## src/rtl/ext_tx_pkg.sv

```systemverilog
// Shared widths, hold-state encoding and beat payload type for the external TX buffer.
package ext_tx_pkg;

    localparam int unsigned BEAT_W      = 64;
    localparam int unsigned WORD_W      = 32;
    localparam int unsigned BEAT_STRB_W = BEAT_W / 8;
    localparam int unsigned WORD_STRB_W = WORD_W / 8;

    typedef enum logic {
        HOLD_EMPTY = 1'b0,
        HOLD_LO    = 1'b1
    } hold_state_e;

    typedef struct packed {
        logic [BEAT_W-1:0]      dat;
        logic [BEAT_STRB_W-1:0] strb;
    } beat_t;

endpackage

```

## src/rtl/ext_tx_fifo.sv

```systemverilog
// Generic data+strobe FIFO with combinational head read; push ignored when full, pop ignored when empty.
module ext_tx_fifo #(
    parameter int unsigned DEPTH  = 4,
    parameter int unsigned DATA_W = 64,
    parameter int unsigned STRB_W = 8
) (
    input  logic                       clk_i,
    input  logic                       rst_ni,
    input  logic                       push_i,
    input  logic [DATA_W-1:0]          data_i,
    input  logic [STRB_W-1:0]          strb_i,
    input  logic                       pop_i,
    output logic [DATA_W-1:0]          data_o,
    output logic [STRB_W-1:0]          strb_o,
    output logic [$clog2(DEPTH):0]     count_o,
    output logic                       full_o,
    output logic                       empty_o
);

    localparam int unsigned PTR_W = $clog2(DEPTH);
    localparam int unsigned CNT_W = PTR_W + 1;

    logic [DATA_W-1:0] data_q [DEPTH];
    logic [STRB_W-1:0] strb_q [DEPTH];
    logic [PTR_W-1:0]  wptr_q;
    logic [PTR_W-1:0]  rptr_q;
    logic [CNT_W-1:0]  count_q;
    logic              do_push;
    logic              do_pop;

    assign full_o  = (count_q == CNT_W'(DEPTH));
    assign empty_o = (count_q == CNT_W'(0));
    assign do_push = push_i && !full_o;
    assign do_pop  = pop_i && !empty_o;

    assign data_o  = data_q[rptr_q];
    assign strb_o  = strb_q[rptr_q];
    assign count_o = count_q;

    // Storage, pointers (wrap naturally since DEPTH is a power of two) and occupancy.
    always_ff @(posedge clk_i or negedge rst_ni) begin
        if (!rst_ni) begin
            for (int i = 0; i < int'(DEPTH); i++) begin
                data_q[i] <= '0;
                strb_q[i] <= '0;
            end
            wptr_q  <= '0;
            rptr_q  <= '0;
            count_q <= '0;
        end else begin
            if (do_push) begin
                data_q[wptr_q] <= data_i;
                strb_q[wptr_q] <= strb_i;
                wptr_q         <= wptr_q + PTR_W'(1);
            end
            if (do_pop) begin
                rptr_q <= rptr_q + PTR_W'(1);
            end
            case ({do_push, do_pop})
                2'b10:   count_q <= count_q + CNT_W'(1);
                2'b01:   count_q <= count_q - CNT_W'(1);
                default: count_q <= count_q;
            endcase
        end
    end

endmodule

```

## src/rtl/ext_tx_buffer.sv

```systemverilog
// Packs 32-bit TCDM words into 64-bit beats and queues them for the TX data port.
// Optional: define EXT_TX_BUF_FALLTHROUGH_EN to present a beat pushed into an empty FIFO in the same cycle.
module ext_tx_buffer
    import ext_tx_pkg::*;
#(
    parameter int unsigned DEPTH = 4
) (
    input  logic                     clk_i,
    input  logic                     rst_ni,
    input  logic [WORD_W-1:0]        in_data_i,
    input  logic [WORD_STRB_W-1:0]   in_strb_i,
    input  logic                     in_lane_i,
    input  logic                     in_last_i,
    input  logic                     in_valid_i,
    output logic                     in_ready_o,
    output logic [BEAT_W-1:0]        tx_data_dat_o,
    output logic [BEAT_STRB_W-1:0]   tx_data_strb_o,
    output logic                     tx_data_gnt_o,
    input  logic                     tx_data_req_i,
    output logic [$clog2(DEPTH):0]   count_o
);

    hold_state_e              state_q, state_d;
    logic [WORD_W-1:0]        hold_lo_q, hold_lo_d;
    logic [WORD_STRB_W-1:0]   hold_strb_q, hold_strb_d;
    logic                     push;
    beat_t                    push_beat;
    logic                     fifo_push;
    logic                     fifo_full;
    logic                     fifo_empty;
    logic [BEAT_W-1:0]        fifo_dat;
    logic [BEAT_STRB_W-1:0]   fifo_strb;

    // A low-lane word while a low half is held must first flush the held half.
    assign in_ready_o = !fifo_full && !((state_q == HOLD_LO) && !in_lane_i);

    always_ff @(posedge clk_i or negedge rst_ni) begin
        if (!rst_ni) begin
            state_q     <= HOLD_EMPTY;
            hold_lo_q   <= '0;
            hold_strb_q <= '0;
        end else begin
            state_q     <= state_d;
            hold_lo_q   <= hold_lo_d;
            hold_strb_q <= hold_strb_d;
        end
    end

    // Packing decisions: capture low half, emit half/full beats, or flush the held half.
    always_comb begin
        state_d     = state_q;
        hold_lo_d   = hold_lo_q;
        hold_strb_d = hold_strb_q;
        push        = 1'b0;
        push_beat   = '0;
        case (state_q)
            HOLD_EMPTY: begin
                if (in_valid_i && !fifo_full) begin
                    if (in_lane_i) begin
                        push           = 1'b1;
                        push_beat.dat  = {in_data_i, WORD_W'(0)};
                        push_beat.strb = {in_strb_i, WORD_STRB_W'(0)};
                    end else if (in_last_i) begin
                        push           = 1'b1;
                        push_beat.dat  = {WORD_W'(0), in_data_i};
                        push_beat.strb = {WORD_STRB_W'(0), in_strb_i};
                    end else begin
                        hold_lo_d   = in_data_i;
                        hold_strb_d = in_strb_i;
                        state_d     = HOLD_LO;
                    end
                end
            end
            HOLD_LO: begin
                if (in_valid_i && !fifo_full) begin
                    push    = 1'b1;
                    state_d = HOLD_EMPTY;
                    if (in_lane_i) begin
                        push_beat.dat  = {in_data_i, hold_lo_q};
                        push_beat.strb = {in_strb_i, hold_strb_q};
                    end else begin
                        push_beat.dat  = {WORD_W'(0), hold_lo_q};
                        push_beat.strb = {WORD_STRB_W'(0), hold_strb_q};
                    end
                end
            end
            default: state_d = HOLD_EMPTY;
        endcase
    end

`ifdef EXT_TX_BUF_FALLTHROUGH_EN
    logic bypass;

    // A beat entering an empty FIFO is shown directly; if it is consumed at once it never lands.
    assign bypass         = push && fifo_empty;
    assign fifo_push      = push && !(bypass && tx_data_req_i);
    assign tx_data_gnt_o  = !fifo_empty || push;
    assign tx_data_dat_o  = fifo_empty ? push_beat.dat  : fifo_dat;
    assign tx_data_strb_o = fifo_empty ? push_beat.strb : fifo_strb;
`else
    assign fifo_push      = push;
    assign tx_data_gnt_o  = !fifo_empty;
    assign tx_data_dat_o  = fifo_dat;
    assign tx_data_strb_o = fifo_strb;
`endif

    ext_tx_fifo #(
        .DEPTH  (DEPTH),
        .DATA_W (BEAT_W),
        .STRB_W (BEAT_STRB_W)
    ) u_fifo (
        .clk_i   (clk_i),
        .rst_ni  (rst_ni),
        .push_i  (fifo_push),
        .data_i  (push_beat.dat),
        .strb_i  (push_beat.strb),
        .pop_i   (tx_data_req_i),
        .data_o  (fifo_dat),
        .strb_o  (fifo_strb),
        .count_o (count_o),
        .full_o  (fifo_full),
        .empty_o (fifo_empty)
    );

endmodule

```

## config.mk

```make
export PLATFORM = sky130hd
export DESIGN_NAME = ext_tx_buffer
export DESIGN_NICKNAME = d
export VERILOG_FILES = /design/src/rtl/ext_tx_pkg.sv /design/src/rtl/ext_tx_fifo.sv /design/src/rtl/ext_tx_buffer.sv
export SDC_FILE = /design/constraint.sdc
export NUM_CORES = 1
export LEC_CHECK = 0
export CAP_MARGIN = 25
export CORE_AREA = 5 5 181 358
export CTS_CLUSTER_DIAMETER = 30
export CTS_CLUSTER_SIZE = 24
export DETAILED_ROUTE_END_ITERATION = 12
export DIE_AREA = 0 0 186 363
export SLEW_MARGIN = 25
export SYNTH_ARGS = -nofsm -noshare
export SYNTH_HDL_FRONTEND = slang
export SYNTH_SLANG_ARGS = --single-unit
```

## constraint.sdc

```tcl
create_clock -name clk_i -period 2.5 [get_ports clk_i]
set_input_delay 0.625 -clock clk_i [delete_from_list [all_inputs] [get_ports clk_i]]
set_output_delay 0.625 -clock clk_i [all_outputs]
set_load 0.01 [all_outputs]
```

==> summary.txt, run 1 <==
Floorplan
  • Core Region: 61,660 µm²
  • Initial Utilization: 24.71%
  • DIE HEIGHT: 363 µm
  • Row count: 129
  • Chip width: 186 µm
  • Total die area: 67,520 µm²
  • I/O pin count: 119

Run status
  • Violations in the final reports: negative setup slack
  • Status: finished, violations left

Worst setup path
  • WP buf/inv: 3
  • Slowest stage cell, crit path: mux4_2
  • Data required, critical path: 1.88 ns
  • Crit-path max cell delay: 0.61 ns
  • Worst Setup End Kind: output port
  • Setup Crit Path Kind: reg2out
  • Kind of cell adding the most delay to the critical path: multiplexers
  • Data arrival, critical path: 2.15 ns
  • Top cell by count, worst path: buf_12
  • CP Max Fanout: 7
  • Worst path cell trace: buf_12 > buf_12 > mux4_2 > buf_6
  • Worst Setup Start Kind: register

Timing
  • Max-slew violation count: 0
  • RSZ-0062 raised after global routing: yes
  • Final Hold Fails: 0
  • Worst Tran Pin Value: 0.6350 ns
  • Max_slew headroom: 57.66%
  • Post-route setup slack: -0.2788 ns
  • Fmax: 0.3599 GHz
  • Final setup fails: 72
  • Hold WS: 0.4894 ns
  • Min Tclk post-route: 2.779 ns
  • Clock skew: 0.03318 ns
  • Fin crit share: 111.2%

Logic synthesis
  • Post-synthesis average cell area: 16.23 µm²
  • Largest family of logic cells by synthesized area: multiplexers
  • Mux cell area share after synthesis: 34.78%
  • Post-synthesis adder-cell area fraction: 0.5420%
  • Synthesized Nets: 987
  • Sequential fraction of the synthesis area: 54.53%
  • Yosys warns: 0
  • Post-Synth Simple-Gate Area: 3.999%
  • Synthesized flop and latch total: 332
  • Synth area leaders: dfrtp_1 (55%), mux2_2 (22%), mux4_2 (11%)
  • Compound-Gate Fraction of Synth Area: 2.242%
  • Post-Syn Area: 15,240 µm²
  • Largest area contributor in the netlist: dfrtp_1
  • Yosys cell types: 32
  • Yosys top cell area share: 54.53%
  • XOR/XNOR Fraction of Synth Area: 0.3449%
  • Mapped Cells: 939

Clock network
  • CTS Buf Count: 57
  • Clock Latency Late Sink: 0.60 ns
  • Htree depth: 2
  • Clock-pin slew on the worst setup and hold paths: 0.05 ns
  • Clock sinks: 332
  • Clk buf depth: 3
  • CTS tree: done
  • CTS Root Cell: clkbuf_16

Cells and area
  • Fillers: 5,985
  • P&R area growth vs syn: 32.64%
  • Final instance area: 20,210 µm²
  • Final net count: 1,198
  • Layout cells sized above 1: 54.77%

Power
  • Switch share: 30.73%
  • Cell area power density: 1408 nW/µm²
  • Register share of total power: 31.7%
  • Combinational Power Share: 40.3%
  • P_leak: 0.009161 µW
  • Cell internal pwr: 19,700 µW
  • Sw Pwr: 8741 µW
  • Worst vdd ir: 0.6444 mV
  • Clock power share: 28.0%

Drt
  • Vias post-DR: 8,812
  • Post-Route WL: 40,670 µm
  • Vias per inst: 4.444
  • Wire per inst: 20.51 µm
  • Initial DRC Count: 242
  • ANT nets after route: 0
  • Drt drc: 0
  • DRT Pass-1 Iters: 4

Placement
  • Dpl hpwl: 28,150 µm
  • Routability cong.: 0.7346
  • Area post-placement: 17,750 µm²
  • PortBufs: 118

GRT
  • Total track usage: 12.16%
  • Gr ovfl total: 0
  • Largest net degree at the start of global routing: 70
  • Vias in the first global route: 9,950
  • First-pass GRT wire length: 62,570 µm
  • Antenna violations before repair: 1

Hold path
  • Hold Crit Class: reg2reg

Job
  • Max capacitance violation total: 0
-- final timing paths --
path | cells past startpoint | slack [ns] | from | to
max | 4 | -0.28 | u_fifo.rptr_q[0] | tx_data_dat_o[19]
min | 1 | 0.49 | u_fifo.data_q[171] | u_fifo.data_q[171]
max reg2reg | 5 | 0.45 | state_q | u_fifo.data_q[2]
min reg2reg | 1 | 0.49 | u_fifo.data_q[171] | u_fifo.data_q[171]
max in group asynchronous | 3 | 1.10 | rst_ni | u_fifo.data_q[176]
min in group asynchronous | 2 | 0.59 | rst_ni | u_fifo.data_q[249]
-- kinds of logic (layout without fill, tap and decap cells) --
| family | count (synthesis) | count (layout) |
|---|---|---|
| adders and majority gates | 6 | 6 |
| xor gates and xnor gates | 6 | 6 |
| other | 0 | 1 |
| AOI/OAI and AO/OA | 39 | 39 |
| muxes | 398 | 398 |
| and+or+nand+nor | 86 | 86 |
| buffers and inverters | 72 | 329 |
| DFF | 332 | 332 |
-- stage by stage --
step / setup WS, ns / utilization (%) / total power [µW] / TNS (ns) / std cells
floorplan: 0.1503 / - / 14990 / 0 / 939
finish: -0.2788 / 32.78 / 28450 / -15.15 / 1983
detailed placement: -0.1119 / 28.80 / 19960 / -9.197 / 1851
global route: -0.3476 / 32.77 / 30020 / -20.35 / 1982
global placement: -0.1445 / 28.80 / 19600 / -5.263 / 1851
CTS: -0.3642 / 32.36 / 28520 / -18.76 / 1967
-- registers in the layout (all words and copies together) (netlist names) --
| signal | count |
|---|---|
| u_fifo.data_q | 256 |
| u_fifo.count_o | 3 |
| u_fifo.rptr_q | 2 |
| u_fifo.wptr_q | 2 |
| state_q | 1 |
| u_fifo.strb_q | 32 |
| hold_strb_q | 4 |
| hold_lo_q | 32 |
-- synth_stat cells --
master / n
dfrtp_1: 332
mux2_2: 297
mux4_2: 72
a22o_1: 36
and2_1: 36
nor2b_1: 31
buf_6: 27
mux2_1: 26
clkbuf_1: 20
buf_2: 12
and2b_1: 6
inv_1: 6
clkbuf_8: 5
ha_1: 5
nand4_4: 4
xnor2_1: 3
xor2_1: 3
mux2_4: 2
nand2_1: 2
or3_1: 2
a21bo_2: 1
a21boi_0: 1
buf_4: 1
clkbuf_2: 1
fa_1: 1
mux2i_1: 1
nand3_1: 1
nand3_4: 1
nor2_1: 1
nor3_1: 1
o31a_1: 1
or3b_1: 1
-- layer usage --
metal  track usage [%]  wire length, µm  up-vias  part of all wire [%]
li1                  -                -     3906                     -
met2             21.87            21960      174                    54
met5                 0                0        -                     0
met1             14.43            16080     4683                    40
met4             4.090             1024        0                   2.5
met3             2.272             1611       49                   4.0
-- timing repair --
| item | in CTS | in global routing |
|---|---|---|
| gates cloned | 1 | 0 |
| hold buffers | 1 | 0 |
| buffers inserted | 9 | 17 |
| gates resized for setup | 324 | 47 |
| endpoints found under the hold margin | 8 | 0 |
| setup endpoints to repair | 74 | 72 |
-- placed cells by master, fill, tap and decap left out, drive strengths merged, types with 3 or more instances in the layout --
| cell type | count |
|---|---|
| dfrtp | 332 |
| mux2 | 325 |
| buf | 171 |
| mux4 | 72 |
| clkbuf | 70 |
| clkdlybuf4s50 | 42 |
| a22o | 36 |
| and2 | 36 |
| nor2b | 31 |
| inv | 16 |
| clkinv | 12 |
| clkinvlp | 8 |
| bufinv | 7 |
| and2b | 6 |
| ha | 5 |
| nand4 | 4 |
| xnor2 | 3 |
| xor2 | 3 |
-- area by class of cell --
cell class / count / area (µm²) / area share [%]
flip-flops and latches: 332 / 8317 / 41.16
multi-input cells: 535 / 6395 / 31.65
repair buffers: 218 / 2485 / 12.30
clock buffers: 68 / 1528 / 7.560
well taps: 786 / 983.4 / 4.867
clock inverters: 37 / 475.5 / 2.353
inverters: 6 / 22.52 / 0.1114
diodes: 1 / 2.502 / 0.01238
-- power by group through the flow --
stage | combinational (µW) | sequential (µW) | clock, µW
global route | 12300 | 9270 | 8410
detailed placement | 10900 | 9080 | 0
floorplan | 6400 | 8590 | 0
global placement | 10700 | 8880 | 0
CTS | 11300 | 9020 | 8170
finish | 11500 | 9000 | 7970
No activity file was read; power rests on OpenSTA's default activity.
==> run 2, diff against run 1 <==
--- a/config.mk
+++ b/config.mk
@@ -6,11 +6,11 @@
 export NUM_CORES = 1
 export LEC_CHECK = 0
 export CAP_MARGIN = 25
-export CORE_AREA = 5 5 181 358
+export CORE_AREA = 5 5 145 285
 export CTS_CLUSTER_DIAMETER = 30
 export CTS_CLUSTER_SIZE = 24
 export DETAILED_ROUTE_END_ITERATION = 12
-export DIE_AREA = 0 0 186 363
+export DIE_AREA = 0 0 150 290
 export SLEW_MARGIN = 25
 export SYNTH_ARGS = -nofsm -noshare
 export SYNTH_HDL_FRONTEND = slang
==> run 2 against run 1 <==
  * First-iteration DRC count increased by 12%
  * Register-to-register slack got worse by 0.11 ns
  * Core utilization rose by 17 points
  * Clock power decreased by 15%
  * Sequential power hardly changed
  * The flow still finishes with violations (negative setup slack)
  * Design area is 4.3% lower
  * Critical path depth up 1
==> summary.txt, run 2 (synthesis gave the netlist of run 1 again) <==
Drt
  • Vias post-DR: 8,675 (-1.6%)
  • Post-Route WL: 37,270 µm (-8.4%)
  • ANT nets after route: 0 (unchanged)
  • DRT Pass-1 Iters: 4 (unchanged)
  • Drt drc: 0 (unchanged)
  • Initial DRC Count: 272 (+12%)
  • Vias per inst: 5.164 (+16%)
  • Wire per inst: 22.19 µm (+8.2%)

Timing
  • Setup TNS: -11.26 ns (+3.891 ns)
  • Final setup fails: 72 (unchanged)
  • Hold WS: 0.4895 ns (+0.00002600 ns)
  • Clock skew: 0.02351 ns (-0.009663 ns)
  • Final Hold Fails: 0 (unchanged)
  • Max_slew headroom: 71.55% (+14 points)
  • Fin crit share: 110.1% (-1.0 points)
  • Min Tclk post-route: 2.753 ns (-0.02550 ns)
  • Post-route setup slack: -0.2533 ns (+0.02550 ns)
  • Worst Tran Pin Value: 0.4268 ns (-0.2083 ns)
  • RSZ-0062 raised after global routing: yes
  • Max-slew violation count: 0 (unchanged)
  • Fmax: 0.3632 GHz (+0.93%)

Worst setup path
  • CP Max Fanout: 8 (+1)
  • Reg2Reg Depth: 6 (+1)
  • Worst Setup End Kind: output port
  • Data arrival, critical path: 2.13 ns (-0.02 ns)
  • Setup Crit Path Kind: reg2out
  • Reg2Reg Setup Slack: 0.34 ns (-0.11 ns)
  • R2r endpoint: u_fifo.data_q[47]
  • Worst Setup Start Kind: register
  • Data required, critical path: 1.88 ns (about the same)
  • Worst reg2reg startpoint: u_fifo.count_o[0]

Power
  • Worst vdd ir: 0.7073 mV (+9.8%)
  • Cell area power density: 1385 nW/µm² (-1.6%)
  • P_leak: 0.008908 µW (-2.8%)
  • Total power: 26,800 µW (-5.8%)

Placement
  • Pre-CTS WS: -0.1477 ns (-0.03586 ns)
  • PortBufs: 118 (unchanged)
  • Dpl hpwl: 24,990 µm (-11%)
  • Routability cong.: 0.7251 (-1.3%)

GRT
  • Antenna violations before repair: 0 (-1)
  • Vias in the first global route: 9,760 (-1.9%)
  • First-pass GRT wire length: 58,870 µm (-5.9%)
  • Total track usage: 17.68% (+5.5 points)
  • Largest net degree at the start of global routing: 64 (-8.6%)
  • Gr ovfl total: 0 (unchanged)

Run status
  • Violations in the final reports: negative setup slack
  • Status: finished, violations left

Floorplan
  • Initial Utilization: 39.27% (+15 points)
  • Chip width: 150 µm (-19%)
  • I/O pin count: 119 (unchanged)
  • DIE HEIGHT: 290 µm (-20%)
  • Row count: 102 (-21%)
  • Core Region: 38,800 µm² (-37%)
  • Total die area: 43,500 µm² (-36%)

Clock network
  • CTS Buf Count: 42 (-26%)
  • Htree depth: 2 (unchanged)
  • Clock Latency Late Sink: 0.56 ns (-0.04 ns)
  • CTS Root Cell: clkbuf_16
  • CTS tree: done
  • Clock-pin slew on the worst setup and hold paths: 0.06 ns (about the same)
  • Clock sinks: 332 (unchanged)
  • Clk buf depth: 3 (unchanged)

Cells and area
  • Layout cells sized above 1: 53.79% (-0.97 points)
  • Final antenna diode count: 0 (-1)
  • Largest register FFs: 256 (unchanged)
  • P&R area growth vs syn: 26.99%
  • Final net count: 1,174 (-2.0%)
  • Most frequent cells in the layout: dfrtp_1 (327), mux2_2 (297), mux4_2 (72)
  • Register name with the most flops: u_fifo.data_q
  • Most common cell after layout, fill and taps aside: dfrtp_1
  • Biggest regs: u_fifo.data_q (256), hold_lo_q (32), u_fifo.strb_q (32)

Hold path
  • Hold path startpoint: u_fifo.data_q[40]
  • WHS Path Cells: 1 (unchanged)
  • Hold endpoint: u_fifo.data_q[40]
  • Hold Crit Class: reg2reg

Job
  • Max capacitance violation total: 0 (unchanged)
==> run 2: cell types whose count changed in the layout (fill, tap and decap cells not counted), sizes merged <==
cell,delta
buf,-11
bufinv,+2
clkbuf,-16
clkdlybuf4s15,-1
clkinv,-3
clkinvlp,-3
diode,-1
dlymetal6s2s,+1
inv,-5
==> run 2: worst max-delay path, stage by stage, from the launching register on <==
cell and delay, ns:
dfrtp_4 0.53, buf_12 0.17, buf_12 0.13, buf_4 0.13, mux4_2 0.47, buf_6 0.15
==> run 2: final cells by class <==
| type | count | area [µm²] |
|---|---|---|
| Fill cell | 3376 | 19450 |
| Inverter | 6 | 22.52 |
| Multi-Input combinational cell | 535 | 6395 |
| Tap cell | 520 | 650.6 |
| Sequential cell | 332 | 8319 |
| Timing Repair Buffer | 209 | 2356 |
| Clock buffer | 50 | 1152 |
| Clock inverter | 28 | 451.7 |
==> run 2: timing repair <==
action                                  4_1_cts  5_1_grt
resized for setup                           345       31
gates cloned                                  4        0
setup buffers                                10        9
endpoints found under the setup margin       73       74
hold endpoints to repair                     26        0
hold buffers                                  1        0
pin swaps                                     0        1
==> run 2: worst max path at each step <==
stage                     start           endpoint  slack, ns  cells past startpoint
2_1_floorplan         in_lane_i  u_fifo.count_o[2]       0.15                      9
3_3_place_gp          in_last_i  u_fifo.count_o[2]       -0.1                      9
3_5_place_dp          in_last_i  u_fifo.count_o[2]      -0.15                      9
4_1_cts        u_fifo.rptr_q[0]  tx_data_dat_o[24]      -0.34                      6
5_1_grt        u_fifo.rptr_q[0]  tx_data_dat_o[42]      -0.30                      5
6_report       u_fifo.rptr_q[0]  tx_data_dat_o[45]      -0.25                      5
==> run 2: routing by layer <==
metal	track usage [%]	share of wire, %
met5	0	0
met4	6.078	2.9
met3	2.608	3.6
met2	33.37	57
met1	19.87	37
==> run 2: stage by stage <==
stage                     area, µm²  utilization [%]  cells
after global routing          19350            49.87   1680
after detailed placement      17410            44.87   1582
after global placement        17410            44.87   1582
after CTS                     19300            49.75   1674
final                         19350            49.87   1680
after floorplan               15240                -    939
==> run 2: report_power, final <==
group | total [µW] | internal, µW | switching [µW]
sequential | 8990 | 7780 | 1200
clock | 6780 | 4290 | 2480
combinational | 11000 | 6620 | 4410
total | 26800 | 18700 | 8100
